==> config.mk <==
export PLATFORM = sky130hd
export DESIGN_NAME = adder_seq_ctrl
export DESIGN_NICKNAME = d
export VERILOG_FILES = /design/src/rtl/adder_seq_ctrl_pkg.sv /design/src/rtl/adder_seq_ctrl_adder8B.sv /design/src/rtl/adder_seq_ctrl.sv
export SDC_FILE = /design/constraint.sdc
export NUM_CORES = 1
export LEC_CHECK = 0
export CORE_MARGIN = 2
export CORE_UTILIZATION = 56
export CTS_BUF_LIST = sky130_fd_sc_hd__clkbuf_8
export CTS_CLUSTER_DIAMETER = 200
export DETAILED_ROUTE_END_ITERATION = 10
export GPL_ROUTABILITY_DRIVEN = 0
export PLACE_DENSITY = 0.87
export SETUP_SLACK_MARGIN = 0.1
export SYNTH_ARGS = -nofsm -noshare
export SYNTH_HDL_FRONTEND = slang
export SYNTH_SLANG_ARGS = --single-unit
==> constraint.sdc <==
create_clock -name clk -period 6.7 [get_ports clk]
set_input_delay 0.67 -clock clk [delete_from_list [all_inputs] [get_ports clk]]
set_output_delay 0.67 -clock clk [all_outputs]
set_load 0.01 [all_outputs]
==> src/rtl/adder_seq_ctrl_pkg.sv <==
// Shared definitions for the sequential multi-byte adder controller:
// controller state encoding and the datapath byte width.
package adder_seq_ctrl_pkg;

  localparam int BYTE_W = 8;

  typedef enum logic [1:0] {
    IDLE = 2'd0,
    RUN  = 2'd1,
    DONE = 2'd2
  } state_t;

endpackage

==> src/rtl/adder_seq_ctrl_adder8B.sv <==
// Byte-wide adder built from two nibble stages; entAcarreo feeds the low
// nibble so a carry can be chained in from the previous byte.
module adder8B (
  input  logic [7:0] a,
  input  logic [7:0] b,
  input  logic       entAcarreo,
  output logic [7:0] sum,
  output logic       salAcarreo
);

  logic [4:0] w_lo;
  logic [4:0] w_hi;

  assign w_lo = {1'b0, a[3:0]} + {1'b0, b[3:0]} + {4'b0000, entAcarreo};
  assign w_hi = {1'b0, a[7:4]} + {1'b0, b[7:4]} + {4'b0000, w_lo[4]};

  assign sum        = {w_hi[3:0], w_lo[3:0]};
  assign salAcarreo = w_hi[4];

endmodule

==> src/rtl/adder_seq_ctrl.sv <==
// Sequential W-bit adder: walks one shared adder8B across the operand bytes,
// LSB first, with the inter-byte carry held in a flop between cycles.
module adder_seq_ctrl
  import adder_seq_ctrl_pkg::*;
#(
  parameter int NBYTES = 4
) (
  input  logic                clk,
  input  logic                rst,
  input  logic                inicio,
  input  logic [8*NBYTES-1:0] a,
  input  logic [8*NBYTES-1:0] b,
  input  logic                entAcarreo,
  output logic [8*NBYTES-1:0] sum,
  output logic                salAcarreo,
  output logic                desbordamiento,
  output logic                ocupado,
  output logic                listo
);

  localparam int W     = BYTE_W * NBYTES;
  localparam int IDX_W = (NBYTES > 1) ? $clog2(NBYTES) : 1;
  localparam logic [IDX_W-1:0] LAST_IDX = IDX_W'(NBYTES - 1);

  state_t             r_state;
  state_t             w_next;
  logic [W-1:0]       r_a;
  logic [W-1:0]       r_b;
  logic [W-1:0]       r_sum;
  logic               r_c;
  logic               r_cout;
  logic               r_ovf;
  logic [IDX_W-1:0]   r_idx;

  logic [BYTE_W-1:0]  w_aByte;
  logic [BYTE_W-1:0]  w_bByte;
  logic [BYTE_W-1:0]  w_sumByte;
  logic               w_cout;
  logic               w_last;

  assign w_aByte = r_a[BYTE_W*r_idx +: BYTE_W];
  assign w_bByte = r_b[BYTE_W*r_idx +: BYTE_W];
  assign w_last  = (r_idx == LAST_IDX);

  adder8B u_adder (
    .a          (w_aByte),
    .b          (w_bByte),
    .entAcarreo (r_c),
    .sum        (w_sumByte),
    .salAcarreo (w_cout)
  );

  always_ff @(posedge clk or posedge rst) begin
    if (rst) r_state <= IDLE;
    else     r_state <= w_next;
  end

  always_comb begin
    w_next = r_state;
    case (r_state)
      IDLE:    if (inicio) w_next = RUN;
      RUN:     if (w_last) w_next = DONE;
      DONE:    w_next = IDLE;
      default: w_next = IDLE;
    endcase
  end

  // Index wraps to 0 on the last byte so the lane selects stay in range
  // while the controller sits in DONE/IDLE.
  always_ff @(posedge clk or posedge rst) begin
    if (rst) begin
      r_a    <= '0;
      r_b    <= '0;
      r_c    <= 1'b0;
      r_idx  <= '0;
      r_sum  <= '0;
      r_cout <= 1'b0;
      r_ovf  <= 1'b0;
    end else begin
      case (r_state)
        IDLE: begin
          if (inicio) begin
            r_a    <= a;
            r_b    <= b;
            r_c    <= entAcarreo;
            r_idx  <= '0;
            r_sum  <= '0;
            r_cout <= 1'b0;
            r_ovf  <= 1'b0;
          end
        end
        RUN: begin
          r_sum[BYTE_W*r_idx +: BYTE_W] <= w_sumByte;
          r_c   <= w_cout;
          r_idx <= w_last ? '0 : r_idx + 1'b1;
          if (w_last) begin
            r_cout <= w_cout;
            r_ovf  <= (r_a[W-1] == r_b[W-1]) && (w_sumByte[BYTE_W-1] != r_a[W-1]);
          end
        end
        default: ;
      endcase
    end
  end

  assign sum            = r_sum;
  assign salAcarreo     = r_cout;
  assign desbordamiento = r_ovf;
  assign ocupado        = (r_state == RUN);
  assign listo          = (r_state == DONE);

endmodule

==> impl_table.tex <==
\begin{tabular}{lr}
\hline
Metric & Value \\
\hline
\multicolumn{2}{l}{\textbf{Clocking}} \\
Max H-tree Level & 3 \\
Clock tree from TritonCTS & done \\
Count of buffers added by post-CTS timing repair for setup & 0 \\
Clock slew seen by the registers of the worst setup and hold paths & 100 ps \\
Number of clock sinks & 103 \\
Hold buffer count at cts & 0 \\
Post-cts resize count & 0 \\
Maximum buffer depth of the clock tree & 2 \\
Number of clock buffers inserted by TritonCTS & 9 \\
Source-to-sink clock delay at the later pin of the worst-skew pair & $\sim$370 ps \\
Buffer type at the clock tree root & sky130\_fd\_sc\_hd\_\_clkbuf\_8 \\
\multicolumn{2}{l}{\textbf{Global routing}} \\
GRT Util Overall & a little under a quarter \\
Global route total overflow & 0 \\
Maximum number of pins on one net before global-route repair & 65 \\
Global-route wire length before repair & 16200 um \\
Initial antenna violation count & 0 \\
Number of global-route vias before repair & 3172 \\
\multicolumn{2}{l}{\textbf{Synthesis}} \\
Cell with the most instances after synthesis & sky130\_fd\_sc\_hd\_\_dfrtp\_1 \\
Async set-or-reset flop fraction in the synthesized netlist & 100\% \\
Cell types occupying the most area after synthesis & sky130\_fd\_sc\_hd\_\_dfrtp\_1, sky130\_fd\_sc\_hd\_\_mux2\_1, sky130\_fd\_sc\_hd\_\_mux4\_2 \\
FF+latch count, synth & 103 \\
Mapped Area & approximately 4700 um2 \\
Predominant post-synthesis flop cell & sky130\_fd\_sc\_hd\_\_dfrtp\_1 \\
Ranking of synthesized cells by instance count & sky130\_fd\_sc\_hd\_\_dfrtp\_1, sky130\_fd\_sc\_hd\_\_mux2\_1, sky130\_fd\_sc\_hd\_\_a22o\_1 \\
Number of enable flip-flop cells after synthesis & 0 \\
Portion of the post-synthesis area used by sequential elements & 54.7\% \\
Top cell type by total area after synthesis & sky130\_fd\_sc\_hd\_\_dfrtp\_1 \\
Number of synthesis warnings & 0 \\
Area fraction of the dominant cell type after synthesis & 54.7\% \\
Number of instances in the synthesized netlist & 322 \\
Number of unique standard cell types used by synthesis & 43 \\
Net Count, Synth & 404 \\
Mapped Avg Cell Area & about 15 um2 \\
\multicolumn{2}{l}{\textbf{Floorplan}} \\
Ports & roughly 100 \\
Initial core utilization & 57.6\% \\
Row count & 33 \\
Die ar. & 9160 um2 \\
Die Span Y & $\sim$96 um \\
Area of the core & 8180 um2 \\
Die width & 95.7 um \\
\multicolumn{2}{l}{\textbf{Worst setup path}} \\
Capture instance of the worst register-to-register path & r\_c \\
Critical register-to-register path startpoint & r\_idx[0] \\
Category of the critical setup timing path & flop to flop \\
CP cell instances & buf\_4 -> mux4\_2 -> fa\_1 -> inv\_1 -> fa\_1 -> inv\_1 -> a21o\_1 -> a21oi\_1 -> fa\_1 -> inv\_1 -> fa\_1 -> a21o\_1 -> a21oi\_1 -> o21ai\_0 \\
Required time at the endpoint of the critical path & about 6900 ps \\
Kind of start point of the critical path & flop \\
Worst path arrival time & 4400 ps \\
Register-to-register path setup slack & 2540 ps \\
Slowest stage delay, CP & 750 ps \\
Worst-path fanout max & 14 \\
Critical Path End Type & flop \\
Master of the slowest instance on the critical path & sky130\_fd\_sc\_hd\_\_dfrtp\_1 \\
Length in cells of the worst reg-to-reg path & 14 \\
Crit path top cell by count & sky130\_fd\_sc\_hd\_\_fa\_1 \\
\multicolumn{2}{l}{\textbf{Drt}} \\
Iteration-0 DRC count of the detailed router & $\sim$140 \\
TritonRoute pass-1 iters & 4 \\
Wire length per cell after detailed routing & 18.6 um \\
Final antenna-violating net count & 0 \\
Via count of the routed design & just over 3000 \\
Final routed DRC violation total & 0 \\
Detailed Route WL & 9920 um \\
Via density per instance & 5.68 \\
\multicolumn{2}{l}{\textbf{Job}} \\
Count of max-cap constraint violations & 0 \\
\multicolumn{2}{l}{\textbf{STA}} \\
Clock tree skew after final layout & 12.7 ps \\
Number of slew-limit violations in the final report & 0 \\
Final cycle utilization of the critical path & 62.0\% \\
RSZ-0062 raised after global routing & false \\
Final number of setup-violating endpoints & 0 \\
Setup TNS & 0 ps \\
Highest clock frequency the design can meet & 0.241 GHz \\
Remaining max-slew budget at the tightest pin & 41.1\% \\
Clock period minus final worst setup slack & 4160 ps \\
Total count of hold-check failures in the final report & 0 \\
Slew of the pin with the lowest slew margin & 883 ps \\
\multicolumn{2}{l}{\textbf{Pwr}} \\
Sw frac & 40.0\% \\
Power consumption & 3100 uW \\
Switching Power & 1240 uW \\
Reg power frac & 35.6\% \\
Power per cell area & 518 nW/um2 \\
Share of power burned in combinational logic & around 52\% \\
Worst vdd ir & approximately 0.00035 V \\
Clock network power share & 12.2\% \\
Internal power contribution & 1860 uW \\
Cell leakage power & about 0.0026 uW \\
\multicolumn{2}{l}{\textbf{Cells and area}} \\
Synth-to-layout area growth & 27.0\% \\
Number of antenna repair diodes & 0 \\
Total area of sequential cells & 2580 um2 \\
Final std cells w/o fill & 533 \\
Nets & 506 \\
Final core occ & between 70\% and 80\% \\
Number of fill cells & around 540 \\
Fraction of layout cells with a size suffix above 1 & 9.81\% \\
Multi-input logic area & 1980 um2 \\
\multicolumn{2}{l}{\textbf{Min path}} \\
Number of cells on the worst hold path & 1 \\
Worst min-delay path endpoint & r\_b[15] \\
Tightest Hold Check Type & flop to flop \\
Worst Hold Launch & r\_b[15] \\
\multicolumn{2}{l}{\textbf{Place}} \\
IO Port Bufs & 103 \\
Inst Count DP & approximately 520 \\
HPWL after DPL & around 7500 um \\
\multicolumn{2}{l}{\textbf{Run status}} \\
Run status & finished clean \\
\hline
\end{tabular}
[final cells by class]
| cell class | instances | area share (%) |
|---|---|---|
| Inverter | 13 | 0.941 |
| Timing Repair Buffer | 106 | 17.6 |
| Tap cell | 105 | 2.20 |
| Clock inverter | 5 | 0.857 |
| Sequential cell | 103 | 43.1 |
| Multi-Input combinational cell | 191 | 33.0 |
| Clock buffer | 10 | 2.30 |
[state kept, by name, indices dropped and copies added (netlist names)]
| register | flops |
|---|---|
| salAcarreo | 1 |
| r_c | 1 |
| r_b | 32 |
| sum | 32 |
| desbordamiento | 1 |
| r_idx | 2 |
| r_a | 32 |
| r_state | 2 |
[stage by stage]
stage | cell area (um2) | setup slack, ps | hold WS [ps]
final | 5980 | 2540 | 492
after global placement | 5790 | 2700 | 463
after global routing | 5980 | 2300 | 509
after floorplan | 4710 | 3200 | 452
after detailed placement | 5790 | 2580 | 473
after CTS | 5980 | 2560 | 493
[kinds of logic (layout without fill, tap and decap cells)]
| group | count (synthesis) | count (layout) | synth area share (%) |
|---|---|---|---|
| xor gates and xnor gates | 4 | 4 | 0.744 |
| AOI/OAI and AO/OA | 51 | 51 | 8.00 |
| muxes | 81 | 81 | 23.2 |
| and+or+nand+nor | 41 | 41 | 5.66 |
| adders and majority gates | 14 | 14 | 4.36 |
| DFF | 103 | 103 | 54.7 |
| buffers and inverters | 28 | 134 | 3.32 |
[worst max-delay path: cells and delay by family (launching register included)]
| kind | cells | cell delay [ps] |
|---|---|---|
| buffers and inverters | 4 | 570 |
| adders and majority gates | 4 | 1320 |
| AOI/OAI and AO/OA | 5 | 850 |
| muxes | 1 | 550 |
| DFF | 1 | 750 |
[cell usage in the layout (no fill, tap or decap), drive strengths merged, types with 2 or more instances in the layout]
| cell type | n |
|---|---|
| dfrtp | 103 |
| clkdlybuf4s50 | 103 |
| mux2 | 65 |
| a22o | 24 |
| nand2 | 20 |
| mux4 | 16 |
| inv | 15 |
| o21ai | 11 |
| ha | 10 |
| clkbuf | 10 |
| a21o | 7 |
| a21oi | 4 |
| fa | 4 |
| nand2b | 4 |
| buf | 3 |
| nand4 | 2 |
| xnor2 | 2 |
| xor2 | 2 |
| nand3b | 2 |
| nor2 | 2 |
| and4 | 2 |
| nor3 | 2 |
| clkinv | 2 |
[routing by layer]
metal	global-route usage, %	wire (um)	share of wire (%)	up-vias
li1	-	-	-	1385
met1	31.5	4240	43	1515
met2	40.0	5050	51	116
met3	3.92	458	4.6	13
met4	9.40	170	1.7	0
met5	0	0	0	-
[power groups by stage]
stage	Combinational (uW)	Sequential, uW	Clock [uW]
floorplan	1170	1040	0
global placement	1550	1100	0
detailed placement	1610	1120	0
CTS	1620	1100	384
global route	1760	1140	406
finish	1620	1100	379
[worst max path at each step]
stage | start | to | slack, ps | cells past startpoint
global placement | r_idx[0] | r_c | 2700 | 14
floorplan | r_idx[0] | r_c | 3200 | 14
finish | r_idx[0] | r_c | 2540 | 14
global route | r_idx[0] | r_c | 2300 | 14
detailed placement | r_idx[0] | r_c | 2580 | 14
CTS | r_idx[0] | r_c | 2560 | 14
No activity file was read; power rests on OpenSTA's default activity.
